<file path="config.mk">
export PLATFORM = sky130hd
export DESIGN_NAME = core_status_monitor_flat
export DESIGN_NICKNAME = d
export VERILOG_FILES = /design/src/rtl/core_status_monitor_if.sv /design/src/rtl/core_status_monitor.sv /design/src/flat_wrapper.sv
export SDC_FILE = /design/constraint.sdc
export NUM_CORES = 1
export LEC_CHECK = 0
export CELL_PAD_IN_SITES_DETAIL_PLACEMENT = 0
export CELL_PAD_IN_SITES_GLOBAL_PLACEMENT = 1
export CORE_MARGIN = 1
export CORE_UTILIZATION = 39
export DETAILED_ROUTE_END_ITERATION = 6
export PLACE_DENSITY_LB_ADDON = 0.08
export SYNTH_ARGS = -nofsm -noshare
export SYNTH_HDL_FRONTEND = slang
export SYNTH_SLANG_ARGS = --single-unit
</file>
<file path="constraint.sdc">
create_clock -name i_clk -period 2.4 [get_ports i_clk]
set_input_delay 0.6 -clock i_clk [delete_from_list [all_inputs] [get_ports i_clk]]
set_output_delay 0.6 -clock i_clk [all_outputs]
set_load 0.01 [all_outputs]
</file>
<file path="src/rtl/core_status_monitor_if.sv">
// core_status_monitor_if: status stream from the core plus the run summary returned by the monitor.
//   i_start / i_status / i_status_valid : driven by the core-side master
//   o_r_cnt, o_i_cnt, o_cycle_cnt       : run counters (CNT_W bits)
//   o_busy, o_done, o_result, o_proto_err : run state, terminal cause, sticky protocol error
interface core_status_monitor_if #(
    parameter int CNT_W = 16
);
    logic             i_start;
    logic [1:0]       i_status;
    logic             i_status_valid;
    logic [CNT_W-1:0] o_r_cnt;
    logic [CNT_W-1:0] o_i_cnt;
    logic [CNT_W-1:0] o_cycle_cnt;
    logic             o_busy;
    logic             o_done;
    logic [1:0]       o_result;
    logic             o_proto_err;

    modport master (
        output i_start, i_status, i_status_valid,
        input  o_r_cnt, o_i_cnt, o_cycle_cnt, o_busy, o_done, o_result, o_proto_err
    );

    modport slave (
        input  i_start, i_status, i_status_valid,
        output o_r_cnt, o_i_cnt, o_cycle_cnt, o_busy, o_done, o_result, o_proto_err
    );
endinterface

</file>
<file path="src/rtl/core_status_monitor.sv">
// core_status_monitor: tracks one program run of the core (R/I retirements, END/OVERFLOW, watchdog timeout).
//   i_clk, i_rst_n : clock, asynchronous active-low reset
//   bus (slave)    : status stream in, registered run summary out
// Optional macro CORE_STATUS_MON_CYCLE_EN builds the RUN cycle counter; otherwise o_cycle_cnt is 0.
module core_status_monitor #(
    parameter int CNT_W          = 16,
    parameter int TIMEOUT_CYCLES = 1024
) (
    input logic                  i_clk,
    input logic                  i_rst_n,
    core_status_monitor_if.slave bus
);
    typedef enum logic [1:0] {IDLE = 2'd0, RUN = 2'd1, DONE = 2'd2} state_t;

    localparam logic [1:0] RES_NONE = 2'd0;
    localparam logic [1:0] RES_END  = 2'd1;
    localparam logic [1:0] RES_OVF  = 2'd2;
    localparam logic [1:0] RES_TO   = 2'd3;

    state_t           state_q, state_d;
    logic [CNT_W-1:0] r_q, r_d, i_q, i_d, gap_q, gap_d;
    logic [1:0]       res_q, res_d;
    logic             err_q, err_d, busy_q, done_q;
    logic             start, vld, expire;

    function automatic logic [CNT_W-1:0] sat_inc(input logic [CNT_W-1:0] x);
        return (&x) ? x : x + 1'b1;
    endfunction

    assign start  = bus.i_start;
    // i_start swallows a coincident valid: no count, no error
    assign vld    = bus.i_status_valid && !start;
    // a valid on the expiry cycle wins, so expiry only fires on a silent cycle
    assign expire = (state_q == RUN) && !bus.i_status_valid && (gap_q == CNT_W'(TIMEOUT_CYCLES - 1));

    always_ff @(posedge i_clk or negedge i_rst_n) begin
        if (!i_rst_n) state_q <= IDLE;
        else          state_q <= state_d;
    end

    always_comb begin
        state_d = start ? RUN
                : (state_q == RUN && ((vld && bus.i_status[1]) || expire)) ? DONE
                : state_q;
    end

    always_comb begin
        r_d   = r_q;
        i_d   = i_q;
        gap_d = gap_q;
        res_d = res_q;
        err_d = err_q;
        if (start) begin
            r_d   = '0;
            i_d   = '0;
            gap_d = '0;
            res_d = RES_NONE;
            err_d = 1'b0;
        end else if (state_q == RUN) begin
            gap_d = vld ? '0 : sat_inc(gap_q);
            r_d   = (vld && bus.i_status == 2'd0) ? sat_inc(r_q) : r_q;
            i_d   = (vld && bus.i_status == 2'd1) ? sat_inc(i_q) : i_q;
            res_d = expire                         ? RES_TO
                  : (vld && bus.i_status == 2'd2) ? RES_OVF
                  : (vld && bus.i_status == 2'd3) ? RES_END
                  : res_q;
        end else begin
            err_d = err_q | bus.i_status_valid;
        end
    end

    always_ff @(posedge i_clk or negedge i_rst_n) begin
        if (!i_rst_n) begin
            r_q    <= '0;
            i_q    <= '0;
            gap_q  <= '0;
            res_q  <= RES_NONE;
            err_q  <= 1'b0;
            busy_q <= 1'b0;
            done_q <= 1'b0;
        end else begin
            r_q    <= r_d;
            i_q    <= i_d;
            gap_q  <= gap_d;
            res_q  <= res_d;
            err_q  <= err_d;
            busy_q <= (state_d == RUN);
            done_q <= (state_d == DONE);
        end
    end

`ifdef CORE_STATUS_MON_CYCLE_EN
    logic [CNT_W-1:0] cyc_q;

    // counts every RUN cycle, including the one that exits to DONE
    always_ff @(posedge i_clk or negedge i_rst_n) begin
        if (!i_rst_n)             cyc_q <= '0;
        else if (start)           cyc_q <= '0;
        else if (state_q == RUN)  cyc_q <= sat_inc(cyc_q);
    end

    assign bus.o_cycle_cnt = cyc_q;
`else
    assign bus.o_cycle_cnt = '0;
`endif

    assign bus.o_r_cnt     = r_q;
    assign bus.o_i_cnt     = i_q;
    assign bus.o_result    = res_q;
    assign bus.o_proto_err = err_q;
    assign bus.o_busy      = busy_q;
    assign bus.o_done      = done_q;
endmodule

</file>
<file path="src/flat_wrapper.sv">
// flat-port wrapper written by rule: the top's interface ports become plain ports
module core_status_monitor_flat 
#(
    parameter int CNT_W          = 16,
    parameter int TIMEOUT_CYCLES = 1024
)
  (i_clk, i_rst_n, bus_i_start, bus_i_status, bus_i_status_valid, bus_o_r_cnt, bus_o_i_cnt, bus_o_cycle_cnt, bus_o_busy, bus_o_done, bus_o_result, bus_o_proto_err);
  core_status_monitor_if #(.CNT_W(CNT_W)) bus_i ();
  input logic i_clk;
  input logic i_rst_n;
  input wire logic [$bits(bus_i.i_start)-1:0] bus_i_start;
  input wire logic [$bits(bus_i.i_status)-1:0] bus_i_status;
  input wire logic [$bits(bus_i.i_status_valid)-1:0] bus_i_status_valid;
  output wire logic [$bits(bus_i.o_r_cnt)-1:0] bus_o_r_cnt;
  output wire logic [$bits(bus_i.o_i_cnt)-1:0] bus_o_i_cnt;
  output wire logic [$bits(bus_i.o_cycle_cnt)-1:0] bus_o_cycle_cnt;
  output wire logic [$bits(bus_i.o_busy)-1:0] bus_o_busy;
  output wire logic [$bits(bus_i.o_done)-1:0] bus_o_done;
  output wire logic [$bits(bus_i.o_result)-1:0] bus_o_result;
  output wire logic [$bits(bus_i.o_proto_err)-1:0] bus_o_proto_err;
  assign bus_i.i_start = bus_i_start;
  assign bus_i.i_status = bus_i_status;
  assign bus_i.i_status_valid = bus_i_status_valid;
  assign bus_o_r_cnt = bus_i.o_r_cnt;
  assign bus_o_i_cnt = bus_i.o_i_cnt;
  assign bus_o_cycle_cnt = bus_i.o_cycle_cnt;
  assign bus_o_busy = bus_i.o_busy;
  assign bus_o_done = bus_i.o_done;
  assign bus_o_result = bus_i.o_result;
  assign bus_o_proto_err = bus_i.o_proto_err;
  core_status_monitor #(.CNT_W(CNT_W), .TIMEOUT_CYCLES(TIMEOUT_CYCLES)) u_core (.i_clk(i_clk), .i_rst_n(i_rst_n), .bus(bus_i));
endmodule
</file>
# --- Yosys cells after proc, flatten, opt, wreduce, memory -nomap -nowiden ---
# Cells that the tools add are included.
totals:
  out_inout_bits: 53
  register_bits: 55
  elab_cells: 68
  input_bits: 6
classes:
  n_addsub: 3
  bitwise_logic: 1
  reduce_logical: 24
  eq_ne: 11
  mux: 21
ops:
  columns: ["op", "count"]
  rows:
  - ["$mux 16", 12]
  - ["$add 16x1->16 const B", 3]
  - ["$reduce_and 16->1", 3]
  - ["$eq 16x10->1 const B", 1]
  - ["$mux 2", 7]
  - ["$logic_and 1x1->1", 9]
  - ["$eq 2x1->1 const B", 3]
  - ["$eq 2x2->1 const B", 3]
  - ["$ne 2x2->1 const B", 3]
  - ["$reduce_and 3->1", 2]
  - ["$reduce_bool 2->1", 3]
  - ["$reduce_and 2->1", 2]
  - ["$reduce_bool 4->1", 1]
  - ["$ne 3x2->1 const B", 1]
  - ["$logic_not 1->1", 2]
  - ["$logic_not 2->1", 1]
  - ["$mux 1", 2]
  - ["$logic_or 1x1->1", 1]
  - ["$or 1x1->1", 1]

# --- Logic depth before layout (Yosys ltp) ---
# Gate-level depths: netlist (run 1).
logic_depth:
  word_depth: 8
  mapped_depth: 7
  depth_no_buf: 6

# --- Worst setup path before layout (run 1) ---
# OpenSTA, ideal clock, no wires.
synth_path:
  path_kind: "input to register"
  startpoint: "input port bus_i_status[1]"
  endpoint: "register u_core.r_q[5], in the netlist u_core.bus.o_r_cnt[5]"
  n_path_buf: 1
  cell_stages: 6
  arrival_time_ps: 1804
  path_slack_ps: 464
  path_cell_list: "nand4bb_2 > or3_1 > clkbuf_1 > a211oi_1 > xnor2_1 > nor2_1"
synth_via:
  elab_chain_len: 4
synth_rtl:
  columns: ["element", "line", "rtl"]
  rows:
  - ["from (decl)", "flat_wrapper.sv:12", "input wire logic [$bits(bus_i.i_status)-1:0] bus_i_status;"]
  - ["$logic_not 2->1", "core_status_monitor.sv:61", "r_d = (vld && bus.i_status == 2'd0) ? sat_inc(r_q) : r_q;"]
  - ["$logic_and 1x1->1", "core_status_monitor.sv:61", null]
  - ["$reduce_bool 2->1 (no line)", null, null]
  - ["$reduce_and 3->1 (no line)", null, null]
  - ["to (signal assigned)", "core_status_monitor.sv:82", "r_q <= r_d;"]
  - ["to (decl)", "core_status_monitor.sv:21", "logic [CNT_W-1:0] r_q, r_d, i_q, i_d, gap_q, gap_d;"]
# No other way between the ends.
# A chain may end at the register's enable or synchronous reset.

# --- Worst setup path in the final report (run 1) ---
layout_path:
  startpoint: "input port bus_i_status[1]"
  endpoint: "register u_core.r_q[7], in the netlist u_core.bus.o_r_cnt[7]"
# The elaborated chain is that of the path after synthesis.

==> results_dict.tcl, run 1 <==
set metrics [dict create \
    total_leakage_power_uw 0.001537 \
    synth_edf_count 0 \
    rsz0062_at_grt "false" \
    antenna_cells_inserted 0 \
    period_needed_ps 2122 \
    cts_htree_levels 2 \
    rows 32 \
    cts-root-buf "clkbuf_8" \
    crit_fanout 7 \
    dp_hpwl_mm 5.003 \
    first_iter_violations 125 \
    r2r-start "u_core.gap_q[0]" \
    gp_congestion 0.7512 \
    synthMuxAreaShare_pct 0.6457 \
    cts-resized-gates 0 \
    clkSinkCount 55 \
    fin_crit_sh_pct 88.42 \
    cts_buffers 5 \
    clock.fmax_mhz 471.2 \
    wl_mm 7.205 \
    drt_pass1_iterations 4 \
    fillCellCount 747 \
    yosys_warnings 0 \
    path_class "primary input to register" \
    synthXorXnorAreaFrac_pct 6.780 \
    r2r_end "u_core.gap_q[3]" \
    grt_pass1_vias 2453 \
    cts_tree "built" \
    cp-start-kind "primary input" \
    clk_pin_slew_worst_paths_ps 100 \
    ys_ff_latch 55 \
    critPathRequiredTime_ps 2610 \
    hold_path_class "primary input to async pin" \
    boundaryPins 59 \
    dieArea_um2 8310 \
    io_buffers 42 \
    tightest_slew_ps 595.2 \
    synthFlopType "dfrtp_1" \
    die_x_um 91.16 \
    drive_above_1_share_pct 10.97 \
    num_vias 2666 \
    clk_latency_ps 310 \
    cts_setup_buffers 0 \
    synth-compound-area-share_pct 14.73 \
    drtAntennaViolNets 0 \
    setup_viol 0 \
    synth_top_family_by_area "simple AND/OR/NAND/NOR gates" \
    fin_cells 503 \
    placed_cells 495 \
    ir_drop_uv 234.3 \
    synthArstFlopShare_pct 100.0 \
    reg2reg_slack_ps 460 \
    syn_avg_cell_area_um2 9.092 \
    layout.nets 409 \
    cap_violations 0 \
    yosysSeqAreaShare_pct 44.39 \
    reg2reg_depth 7 \
    grt_pass1_wl_mm 12.35 \
    stdcell_area_um2 3824 \
    place_area_um2 3706 \
    core_um2 7727 \
    grt_max_degree 56 \
    via_per_inst 5.300 \
    slew_viol_final 0 \
    grt_usage_pct 18.62 \
    finalHoldViolCount 0 \
    die_y_um 91.16 \
    status "finished, final reports clean" \
    area_growth_pct 23.33 \
    synthesis.area_um2 3100 \
    hold_buffers 0 \
    cts.path.max_buffers 2 \
    cp.arrival_ps 2330 \
    gr-total-overflow 0 \
    grt_antenna_before_repair 0 \
    drc 0 \
    powerDensity_nw_per_um2 462.0 \
    yosysUniqueCellTypes 50 \
    start_util_pct 40.12 \
    syn_inst 341 \
    slew_headroom_pct 59.99 \
    synth_fa_ha_area_share_pct 1.211 \
    yosys.area_share.simple_pct 25.46 \
    fin_skew_ps 5.569 \
    cp-end-kind "register" \
    wl_per_cell_um 14.32 \
]
==> placed cells by master (no fill, tap or decap), drive strengths merged, types with 5 or more instances in the layout <==
master,n
xnor2,15
clkbuf,6
nor4,9
conb,16
buf,25
nor3,14
or2,5
o21ai,25
o31ai,5
nand2,25
a21oi,15
a31oi,7
xor2,9
nor2,49
dfrtp,55
and3,6
clkdlybuf4s50,41
nand4,14
nand3,11
==> cell families after synthesis <==
family / count (synthesis)
compound gates: 72
xor+xnor: 24
fa+ha+maj: 3
buf+inv: 31
flops: 55
mux: 2
other cells: 1
simple gates: 153
==> synthesized netlist by cell type (5+ instances only) <==
| master | instances | area (um^2) |
|---|---|---|
| a21oi_1 | 15 | 75.07 |
| nor2_1 | 49 | 183.9 |
| xor2_1 | 9 | 78.83 |
| and3_1 | 5 | 31.28 |
| nand2_1 | 25 | 93.84 |
| nor3_1 | 14 | 70.07 |
| a31oi_1 | 7 | 43.79 |
| xnor2_1 | 15 | 131.4 |
| nand4_1 | 14 | 87.58 |
| buf_4 | 16 | 120.1 |
| nor4_1 | 8 | 50.05 |
| dfrtp_1 | 55 | 1376 |
| clkbuf_1 | 9 | 33.78 |
| or2_2 | 5 | 31.28 |
| o21ai_0 | 24 | 120.1 |
| nand3_1 | 11 | 55.05 |
==> registers in the layout, indices dropped and copies added (netlist names) <==
| signal | count |
|---|---|
| u_core.bus.o_proto_err | 1 |
| u_core.bus.o_result | 2 |
| u_core.bus.o_done | 1 |
| u_core.bus.o_r_cnt | 16 |
| u_core.bus.o_busy | 1 |
| u_core.gap_q | 16 |
| u_core.state_q | 2 |
| u_core.bus.o_i_cnt | 16 |
==> how the worst max path moves through the flow <==
| stage | from | endpoint | depth (start not counted) |
|---|---|---|---|
| 2_1_floorplan | bus_i_status[1] | u_core.bus.o_r_cnt[5] | 6 |
| 3_3_place_gp | bus_i_status_valid | u_core.bus.o_r_cnt[11] | 6 |
| 3_5_place_dp | bus_i_status[1] | u_core.bus.o_r_cnt[11] | 6 |
| 4_1_cts | bus_i_status[1] | u_core.bus.o_r_cnt[11] | 6 |
| 5_1_grt | bus_i_status_valid | u_core.bus.o_i_cnt[10] | 7 |
| 6_report | bus_i_status[1] | u_core.bus.o_r_cnt[7] | 6 |
==> routing by layer <==
metal	vias to the layer above	routed length [um]	track usage, %
met3	5	294	3.350
met2	72	3161	28.72
met4	0	89	5.820
met5	-	0	0
li1	1317	-	-
met1	1272	3659	26.50
==> worst max-delay path, cell delays in order <==
cell and delay (ps):
clkdlybuf4s50_1 440, nand4bb_2 270, or3_1 480, a211oi_1 330
xnor2_1 160, nor2_1 50
==> through the flow <==
stage / util, % / hold WS (ps) / setup WS (ps) / total power, uW / TNS [ps]
after floorplan: - / 304.4 / 463.9 / 1066 / 0
after detailed placement: 47.96 / 489.9 / -53.01 / 1135 / -271.8
after global placement: 47.96 / 480.4 / -34.86 / 1136 / -92.65
after global routing: 49.48 / 291.5 / 177.8 / 1854 / 0
final: 49.48 / 255.8 / 277.8 / 1767 / 0
after CTS: 49.48 / 282.0 / 284.7 / 1793 / 0
==> layout make-up <==
cell class / instances / area, um^2 / area share (%)
multi-input combinational: 270 / 1574 / 41.16
sequential: 55 / 1376 / 35.99
timing repair buffer: 66 / 620.6 / 16.23
tap: 102 / 127.6 / 3.338
clock buffer: 6 / 82.58 / 2.160
clock inverter: 2 / 35.03 / 0.9162
inverter: 2 / 7.507 / 0.1963
==> report_power, final <==
part / switching (uW) / internal [uW] / leakage (uW) / total, uW
combinational: 98.8 / 68.4 / 0.000720 / 167
clock: 313 / 338 / 0.0000612 / 652
sequential: 10.8 / 937 / 0.000757 / 948
(Power assumes the default switching activity.)
==> run 2, diff against run 1 <==
--- a/config.mk
+++ b/config.mk
@@ -11,6 +11,7 @@
 export CORE_UTILIZATION = 39
 export DETAILED_ROUTE_END_ITERATION = 6
 export PLACE_DENSITY_LB_ADDON = 0.08
+export SLEW_MARGIN = 20
 export SYNTH_ARGS = -nofsm -noshare
 export SYNTH_HDL_FRONTEND = slang
 export SYNTH_SLANG_ARGS = --single-unit
==> results of run 2 <==
No change in the layout: final DEF, timing and power equal those of run 1.
